--- config.mk ---
export PLATFORM = sky130hd
export DESIGN_NAME = fetch_sequencer
export DESIGN_NICKNAME = d
export VERILOG_FILES = /design/src/rtl/fetch_sequencer.sv
export SDC_FILE = /design/constraint.sdc
export NUM_CORES = 1
export LEC_CHECK = 0
export CAP_MARGIN = 0
export CORE_ASPECT_RATIO = 0.5
export CORE_UTILIZATION = 40
export CTS_CLUSTER_SIZE = 16
export DETAILED_ROUTE_END_ITERATION = 6
export GPL_ROUTABILITY_DRIVEN = 0
export PLACE_DENSITY = 0.61
export SLEW_MARGIN = 20
export SYNTH_ARGS = -nofsm -noshare
export SYNTH_HDL_FRONTEND = slang
export SYNTH_SLANG_ARGS = --single-unit
export TNS_END_PERCENT = 10
--- constraint.sdc ---
create_clock -name clk -period 3.9 [get_ports clk]
set_input_delay 0.78 -clock clk [delete_from_list [all_inputs] [get_ports clk]]
set_output_delay 0.78 -clock clk [all_outputs]
set_load 0.01 [all_outputs]
--- src/rtl/fetch_sequencer.sv ---
// fetch_sequencer
//   Fetches 16-bit instructions from a byte-wide instruction memory. Each
//   instruction is stored big-endian: the high byte sits at the even address
//   and the low byte at the next address. The block owns the PC and issues
//   two byte reads per instruction. It presents the assembled word to decode
//   over a valid/ready handshake. It also handles branch redirects and halt
//   detection.
//
// Ports
//   clk          system clock, rising edge
//   reset        synchronous, active-high reset
//   start        one-cycle pulse, leaves IDLE and begins fetching at the PC
//   mem_rd_en    memory read strobe
//   mem_addr     memory byte address
//   mem_rdata    read data, valid the cycle after mem_rd_en
//   instr_valid  instr_data / instr_pc hold a valid instruction
//   instr_ready  decode accepts the presented instruction
//   instr_data   assembled instruction {hi, lo}
//   instr_pc     address of the instruction's high byte
//   br_valid     redirect request
//   br_target    redirect address
//   addr_err     (only with FETCH_ALIGN_CHECK_EN) odd redirect target seen
//   halted       HALT_WORD fetched, fetch stopped
//   busy         high in every state except IDLE and HALTED
//
// Build option
//   FETCH_ALIGN_CHECK_EN: an odd redirect target is refused. The block sets
//   the sticky addr_err flag and halts. Without this option, odd targets are
//   fetched unaligned.

module fetch_sequencer #(
  parameter int                ADDR_W    = 8,
  parameter logic [ADDR_W-1:0] RESET_PC  = '0,
  parameter logic [15:0]       HALT_WORD = 16'h0000
) (
  input  logic              clk,
  input  logic              reset,
  input  logic              start,
  output logic              mem_rd_en,
  output logic [ADDR_W-1:0] mem_addr,
  input  logic [7:0]        mem_rdata,
  output logic              instr_valid,
  input  logic              instr_ready,
  output logic [15:0]       instr_data,
  output logic [ADDR_W-1:0] instr_pc,
  input  logic              br_valid,
  input  logic [ADDR_W-1:0] br_target,
  output logic              halted,
`ifdef FETCH_ALIGN_CHECK_EN
  output logic              addr_err,
`else
`endif
  output logic              busy
);

  typedef enum logic [2:0] {
    IDLE,
    RD_HI,
    RD_LO,
    CAP,
    PRESENT,
    HALTED
  } state_t;

  state_t            state_reg;
  logic [ADDR_W-1:0] pc_reg;
  logic [7:0]        hi_byte_reg;
  logic              redirect_ok;
  logic [15:0]       word_next;

  // Redirects are honoured only while a fetch is in progress.
  assign redirect_ok = (state_reg == RD_HI) || (state_reg == RD_LO) ||
                       (state_reg == CAP)   || (state_reg == PRESENT);

  assign word_next = {hi_byte_reg, mem_rdata};

  always_ff @(posedge clk) begin
    if (reset) begin
      state_reg   <= IDLE;
      pc_reg      <= RESET_PC;
      hi_byte_reg <= 8'h00;
      mem_rd_en   <= 1'b0;
      mem_addr    <= '0;
      instr_valid <= 1'b0;
      instr_data  <= 16'h0000;
      instr_pc    <= '0;
      halted      <= 1'b0;
      busy        <= 1'b0;
`ifdef FETCH_ALIGN_CHECK_EN
      addr_err    <= 1'b0;
`else
`endif
    end else begin
      // Outputs are registered, so each branch sets up the values for the
      // state being entered.
      case (state_reg)
        IDLE: begin
          if (start) begin
            state_reg <= RD_HI;
            mem_rd_en <= 1'b1;
            mem_addr  <= pc_reg;
            busy      <= 1'b1;
          end
        end
        RD_HI: begin
          state_reg <= RD_LO;
          mem_rd_en <= 1'b1;
          mem_addr  <= pc_reg + ADDR_W'(1);
        end
        RD_LO: begin
          hi_byte_reg <= mem_rdata;
          state_reg   <= CAP;
          mem_rd_en   <= 1'b0;
        end
        CAP: begin
          // The low byte is used straight off the bus. It is never needed
          // after this cycle.
          if (word_next == HALT_WORD) begin
            state_reg <= HALTED;
            halted    <= 1'b1;
            busy      <= 1'b0;
          end else begin
            instr_data  <= word_next;
            instr_pc    <= pc_reg;
            instr_valid <= 1'b1;
            state_reg   <= PRESENT;
          end
        end
        PRESENT: begin
          if (instr_ready) begin
            instr_valid <= 1'b0;
            pc_reg      <= pc_reg + ADDR_W'(2);
            state_reg   <= RD_HI;
            mem_rd_en   <= 1'b1;
            mem_addr    <= pc_reg + ADDR_W'(2);
          end
        end
        HALTED: begin
          mem_rd_en <= 1'b0;
        end
        default: begin
          state_reg <= IDLE;
          mem_rd_en <= 1'b0;
          busy      <= 1'b0;
        end
      endcase

      // A redirect is written last so that it overrides the case above. It
      // beats a same-cycle handshake and halt detection. Any half-read
      // instruction is dropped because the fetch restarts at RD_HI.
      if (br_valid && redirect_ok) begin
`ifdef FETCH_ALIGN_CHECK_EN
        if (br_target[0]) begin
          addr_err    <= 1'b1;
          instr_valid <= 1'b0;
          state_reg   <= HALTED;
          halted      <= 1'b1;
          busy        <= 1'b0;
          mem_rd_en   <= 1'b0;
        end else begin
          pc_reg      <= br_target;
          instr_valid <= 1'b0;
          state_reg   <= RD_HI;
          mem_rd_en   <= 1'b1;
          mem_addr    <= br_target;
        end
`else
        pc_reg      <= br_target;
        instr_valid <= 1'b0;
        state_reg   <= RD_HI;
        mem_rd_en   <= 1'b1;
        mem_addr    <= br_target;
`endif
      end
    end
  end

endmodule

---- Word-level counts from Yosys, hierarchy flattened ----
Cells that the tools add are included.
W data, S select, Z words.
operators by class
  add/sub/neg operators ................... 2
  multipliers ............................. 0
  divide/modulo/power cells ............... 0
  order comparisons ....................... 0
  equal/unequal tests ..................... 13
  shift-type cells ........................ 0
  multiplexer cells ....................... 20
  bitwise logic cells ..................... 3
  reductions and logical operators ........ 21
operator list
  kind                   count
  $mux W8                5
  $pmux W8 S3            1
  $pmux W3 S6            1
  $reduce_and A3 Y1      6
  $logic_not A16 Y1      1
  $add A8 B1 Y8 const B  1
  $add A8 B2 Y8 const B  1
  $mux W1                8
  $ne A2 B2 Y1 const B   4
  $eq A3 B2 Y1 const B   2
  $eq A3 B3 Y1 const B   2
  $mux W3                2
  $reduce_and A2 Y1      3
  $reduce_bool A2 Y1     3
  $ne A2 B1 Y1 const B   2
  $pmux W1 S4            1
  $reduce_bool A4 Y1     1
  $reduce_or A4 Y1       1
  $eq A3 B1 Y1 const B   1
  $logic_not A3 Y1       1
  $logic_or A1 B1 Y1     3
  $ne A3 B2 Y1 const B   1
  $ne A3 B3 Y1 const B   1
  $not A1 Y1             3
  4 further kinds        4
word-level totals
  flip-flop bits (word level) ............. 55
  bits in latches ......................... 0
  bits in writable memories ............... 0
  memory bits (read-only) ................. 0
  input port bits ......................... 21
  output and inout bits ................... 36
  word-level logic and storage cells ...... 70
  memories ................................ 0

---- Depth between registers and ports, before layout ----
Gate-level depths: netlist (run 1).
  depth after elaboration ................. 7
  gate-level depth with buffers ........... 8
  mapped depth without buffers ............ 6

---- Worst setup path after synthesis (run 1) ----
No wires, ideal clock.
  path type ............................... input-to-reg
  from .................................... in mem_rdata[7]
  to ...................................... reg instr_data[10]
  library setup time ...................... 0.128 ns
  arrival time ............................ 1.880 ns
  data required time ...................... 3.772 ns
  slack ................................... 1.893 ns
  cell stages on the path ................. 6
  path through ............................ nor4_1 > nand4_1 > nand3_2 > buf_2 > mux2i_1 > nor2_1
on the way
  word-level cells in the longest chain between the ends .. 3
ends and longest elaborated chain
  item                                line  text
  start, declared                     41    input logic [7:0] mem_rdata,
  $logic_not A16 Y1                   118   if (word_next == HALT_WORD) begin
  $not A1 Y1 (no source line)         --
  $reduce_and A2 Y1 (no source line)  --
  end signal, assigned                123   instr_data <= word_next;
  end, declared                       44    output logic [15:0] instr_data,
Every way passes these cells.
A chain may end at the register's enable or synchronous reset.

---- Final worst setup path (run 1) ----
  from .................................... reg state_reg[1]
  to ...................................... reg busy
on the way
  word-level cells in the longest chain between the ends .. 4
ends and longest elaborated chain
  item                                  line  text
  start, declared                       65    state_t state_reg;
  start signal, assigned                79    state_reg <= IDLE;
  start signal, assigned                99    state_reg <= RD_HI;
  start signal, assigned                106   state_reg <= RD_LO;
  $eq A3 B1 Y1 (tied with other cells)  96    case (state_reg)
  $reduce_or A4 Y1 (no source line)     --
  $not A1 Y1 (no source line)           --
  $reduce_and A3 Y1 (no source line)    --
  end signal, assigned                  88    busy <= 1'b0;
  end signal, assigned                  102   busy <= 1'b1;
  end signal, assigned                  121   busy <= 1'b0;
  end, declared                         53    output logic busy
Parallel ways exist; a longest one is shown, timed or not.

==> results.toml, run 1 <==
[worst_setup_path]
crit_type = "register to register"
regToRegStartpoint = "state_reg[1]"
r2r-end = "busy"
reg2regPathDepth = 2
cp_slowest_stage_delay_ps = 980
cp.arrival_ps = 2870
crit_family = "flip-flops"
path_cells = "nand3_2 > a2111oi_0"
cpMaxStageDelayCell = "dfxtp_1"
start_kind = "register"
rrSetupSlack_ps = 1190
cp.required_ps = 4060
path_max_fanout = 28
path_buf_inv = 0
critPathCaptureType = "register"

[sta]
max_freq_mhz = 368
skew_ps = 9.24
finalCriticalPeriod_ps = 2710
slew_viol_final = 0
setup_viol = 0
rsz0062_at_grt = "no"
slew_headroom = 0.337
min_period_over_period = 0.696
hold_ws_ps = 476
setup-tns-final_ps = 0
hold_violations = 0
worst_pin_slew_ps = 994

[routing]
drc = 0
wirelength_um = 7070
drtIter0Drc = 166
routed_via_density = 5.43
num_vias = 2483
dr.pass1.iters = 4
antenna_left = 0
detail_route.wl_per_cell_um = 15.5

[cells_and_area]
finalNetCount = 387
layout-drive-gt1-share = 0.0658
area.growth.synth_to_final_pct = 25.1
register_area_um2 = 1100
largest_reg_flops = 16
antenna_cells = 0
fill_cells = 612
multiInputGateArea_um2 = 1590
largest_register = "instr_data"

[logic_synthesis]
synth_top_area_cell = "dfxtp_1"
ys_warn_count = 0
synth-seq-area-share = 0.389
synth_area_um2 = 2830
synth.area.top_cells = "dfxtp_1 39%, mux2i_1 12%, nor2_1 7.5%"
synth-edff-count = 0
synth_ff_type = "dfxtp_1"
syn_inst = 326
synth.top_cell.area_share = 0.389
ys_seq_elements = 55
ys_types = 61
synthArstFlopShare = 0
syn_area_per_cell_um2 = 8.69
syn_nets = 349

[floorplanning]
die_x_um = 121
chipHeight_um = 61.5
placementRows = 21
io_pins = 57
initial_core_util = 0.420
die_area_um2 = 7450
coreArea_um2 = 6750

[clocking]
clkTransAtPathRegs_ps = 70
cts.repair.resized = 0
cts_buffers = 5
cts_tree = "built"
post_cts_buffers = 0
cts_root_buf = "clkbuf_16"
clock_tree.buffer_depth = 2
htree_num_levels = 2
hold_buffers = 0
clkLatencyLatePin_ps = 300
cts.sinks = 55

[global_route]
grt-ovfl-total = 0
grt_pass1_vias = 2282
grt.total_usage = 0.199
grt_pass1_wl_um = 11300
antenna_found_initial = 0
grt_max_degree = 32

[placed_design]
port_buffers = 56
hpwl_um = 4980

[min_path]
hp-class = "register to register"
hold_depth = 2
whs_endpoint = "mem_addr[0]"
holdCritStartpoint = "mem_addr[0]"

[status]
status = "completed"

[flow_run]
maxCapViolCount = 0

[power_and_ir_drop]
leakage_nw = 1.39
p_per_area_nw_per_um2 = 362
ir_drop_v = 0.000179
final cells by class:
type,count,share of cell area
clock buffers,5,0.0353
clock inverters,3,0.00635
inverters,5,0.00529
multi-input cells,238,0.447
flip-flops and latches,55,0.311
well taps,92,0.0325
repair buffers,59,0.163
worst min-delay path: cells and delay by family (launching register included):
family | cells | cell delay [ps]
compound gates | 1 | 60
flops | 1 | 320
simple gates | 1 | 60
per-layer routing:
layer  GRT usage  vias up  wire [um]
met5           0        -          0
met4      0.0582        0         59
met3      0.0454        9        333
met2       0.306       67       3050
met1       0.281     1169       3630
li1            -     1238          -
report_power, final:
part	total [mW]	switching, mW	internal (mW)
clock	0.457	0.215	0.242
sequential	0.626	0.0408	0.585
combinational	0.201	0.100	0.100
cells in the final DEF (no fill, tap or decap), drive strengths merged, types with 3 or more instances in the layout:
cell type,count
nor4,6
o41ai,3
dfxtp,55
mux2i,35
nor2,58
clkbuf,5
nand3b,4
nor2b,4
inv,7
a31oi,3
a2111oi,4
nand4,3
buf,4
nand2,21
a211oi,9
a21oi,15
o21ai,4
clkdlybuf4s50,55
o21bai,3
nand2b,6
xnor2,10
xor2,3
o22ai,4
nor3b,3
nand3,6
per-stage QoR:
stage          cells   util  power, mW  setup WS (ps)  area (um^2)
6_report         457  0.525       1.28           1190         3550
5_1_grt          457  0.525       1.34            905         3550
4_1_cts          457  0.525       1.30           1150         3550
3_5_place_dp     449  0.503      0.839            834         3400
3_3_place_gp     449  0.503      0.836            993         3400
2_1_floorplan    326      -      0.758           1890         2830
how the worst max path moves through the flow:
stage                  from        endpoint  cells after the start  slack, ps
3_3_place_gp       br_valid     mem_addr[4]                      6        990
5_1_grt        state_reg[0]            busy                      3        910
2_1_floorplan  mem_rdata[7]  instr_data[10]                      6       1890
4_1_cts        state_reg[1]            busy                      2       1150
6_report       state_reg[1]            busy                      2       1190
3_5_place_dp   mem_rdata[2]            busy                      5        830
logic make-up after synthesis:
logic type / share of synthesized area
AND/OR/NAND/NOR: 0.213
AO/OA/AOI/OAI: 0.170
flip-flops: 0.389
multiplexers: 0.128
buffers and inverters: 0.0521
XOR/XNOR: 0.0402
adder cells (fa/ha/maj): 0.00883
synth_stat cells (2+ instances only):
library cell   n
nand2b_1       6
o41ai_2        2
clkbuf_1      11
xor2_1         3
a211oi_1       8
and4_1         2
a2111oi_0      4
nand2_1       20
and2_1         2
o21ai_0        3
nand3_1        5
a21oi_1       15
o22ai_1        4
nor3_1         2
o21a_1         2
a22o_1         2
ha_1           2
buf_4          3
nand4_1        3
a22oi_1        2
nor2b_1        3
o21bai_1       3
xnor2_1       10
inv_1          5
dfxtp_1       55
buf_1          4
nor4_1         5
a31oi_1        3
mux2i_1       35
buf_2          9
nor2_1        57
nand3b_1       4
or2_2          2
nor3b_1        3
Note: power is estimated with default switching activity, not from simulation.
==> run 2: changes to the inputs <==
Clock period 3.9 ns to 2.59 ns, I/O delays scaled along.
==> run 2 against run 1 <==
Clock-buffer cell count unchanged. First-iteration DRC count up 32%. Via count grew 3.1%. Utilization up 1.7 points. Global-route usage grew 0.34 points. Cell area rose by 3.2%. Flip-flop and latch count unchanged. Die area is the same. Hold slack got worse by 13 ps. Wire length rose by 2.7%. Critical path type unchanged. Largest cell class unchanged.
==> results.toml, run 2 (synthesis results as in run 1) <==
[status]
status = "completed"

[floorplanning]
initial_core_util = 0.420
placementRows = 21
coreArea_um2 = 6750
die_area_um2 = 7450
io_pins = 57
chipHeight_um = 61.5
die_x_um = 121

[placed_design]
port_buffers = 56
pre_cts_ws_ps = 243
hpwl_um = 5260
placedCellCount = 464
dpl-instance-area_um2 = 3510

[global_route]
grt_pass1_vias = 2310
grt.total_usage = 0.202
antenna_found_initial = 0
grt_max_degree = 31
gr-usage-met1 = 0.291
busiest_layer = "met2"
use_met3 = 0.0407
grt_pass1_wl_um = 11600
gr-usage-met2 = 0.313
grt-ovfl-total = 0

[sta]
hold_violations = 0
rsz0062_at_grt = "no"
fin_ws_ps = 297
setup_viol = 0
slew_viol_final = 0
hold_ws_ps = 463
slew_headroom = 0.554
min_period_over_period = 0.885
finalCriticalPeriod_ps = 2290
skew_ps = 11.5
setup-tns-final_ps = 0
max_freq_mhz = 436
worst_pin_slew_ps = 668

[clocking]
cts.sinks = 55
cts_root_buf = "clkbuf_16"
cts_tree = "built"
post_cts_buffers = 0
clkTransAtPathRegs_ps = 80
clock_tree.buffer_depth = 2
hold_buffers = 0
cts.repair.resized = 0
cts_buffers = 5
clkLatencyLatePin_ps = 300
htree_num_levels = 2

[routing]
wirelength_um = 7260
detail_route.wl_per_cell_um = 15.4
drtIter0Drc = 219
dr.pass1.iters = 4
num_vias = 2560
routed_via_density = 5.42
drc = 0
antenna_left = 0

[cells_and_area]
final_cell_mix = "57 x nor2_1, 55 x dfxtp_1, 55 x clkdlybuf4s50_1"
largest_reg_flops = 16
largest_register = "instr_data"
finalNetCount = 402
finish.utilization = 0.542
stdcell_count = 472
fin_area_um2 = 3660
layout.cells.most_common = "nor2_1"
layout-drive-gt1-share = 0.103
area.growth.synth_to_final_pct = 29.1
antenna_cells = 0

[worst_setup_path]
path_max_fanout = 9
start_kind = "register"
critPathCaptureType = "register"
crit_type = "register to register"
cp.required_ps = 2760
cp.arrival_ps = 2460

[power_and_ir_drop]
power_mw = 1.96
leakage_nw = 1.47
p_per_area_nw_per_um2 = 535
ir_drop_v = 0.000381

[flow_run]
maxCapViolCount = 0

[min_path]
hp-class = "register to register"
==> run 2: layout make-up <==
type | instances | area [um^2]
multi-input combinational | 238 | 1590
fill | 626 | 3090
sequential | 55 | 1100
clock buffer | 5 | 125
tap | 92 | 115
timing repair buffer | 74 | 691
inverter | 5 | 18.8
clock inverter | 3 | 22.5
==> run 2: worst max-delay path: stages, from the launching register on <==
cell       delay (ps)
dfxtp_1           520
ha_1              360
and4_1            310
o21a_1            160
a2111oi_0          60
a2111oi_0         490
buf_4             220
o41ai_2            60
==> run 2: final timing paths <==
| path | startpoint | to | slack (ps) | cells after the start |
|---|---|---|---|---|
| worst max register to register | pc_reg[2] | mem_addr[5] | 300 | 7 |
| worst min-delay path | mem_addr[0] | mem_addr[0] | 460 | 2 |
| worst max-delay path | pc_reg[2] | mem_addr[5] | 300 | 7 |
| worst min register to register | mem_addr[0] | mem_addr[0] | 460 | 2 |
==> run 2: per-layer routing <==
| layer | wire length (um) | up-vias |
|---|---|---|
| met2 | 3120 | 70 |
| li1 | - | 1266 |
| met4 | 60 | 0 |
| met3 | 413 | 7 |
| met5 | 0 | - |
| met1 | 3660 | 1217 |
==> run 2: report_power, final <==
| group | switching [mW] | internal [mW] |
|---|---|---|
| combinational | 0.176 | 0.170 |
| clock | 0.322 | 0.363 |
| sequential | 0.0452 | 0.881 |
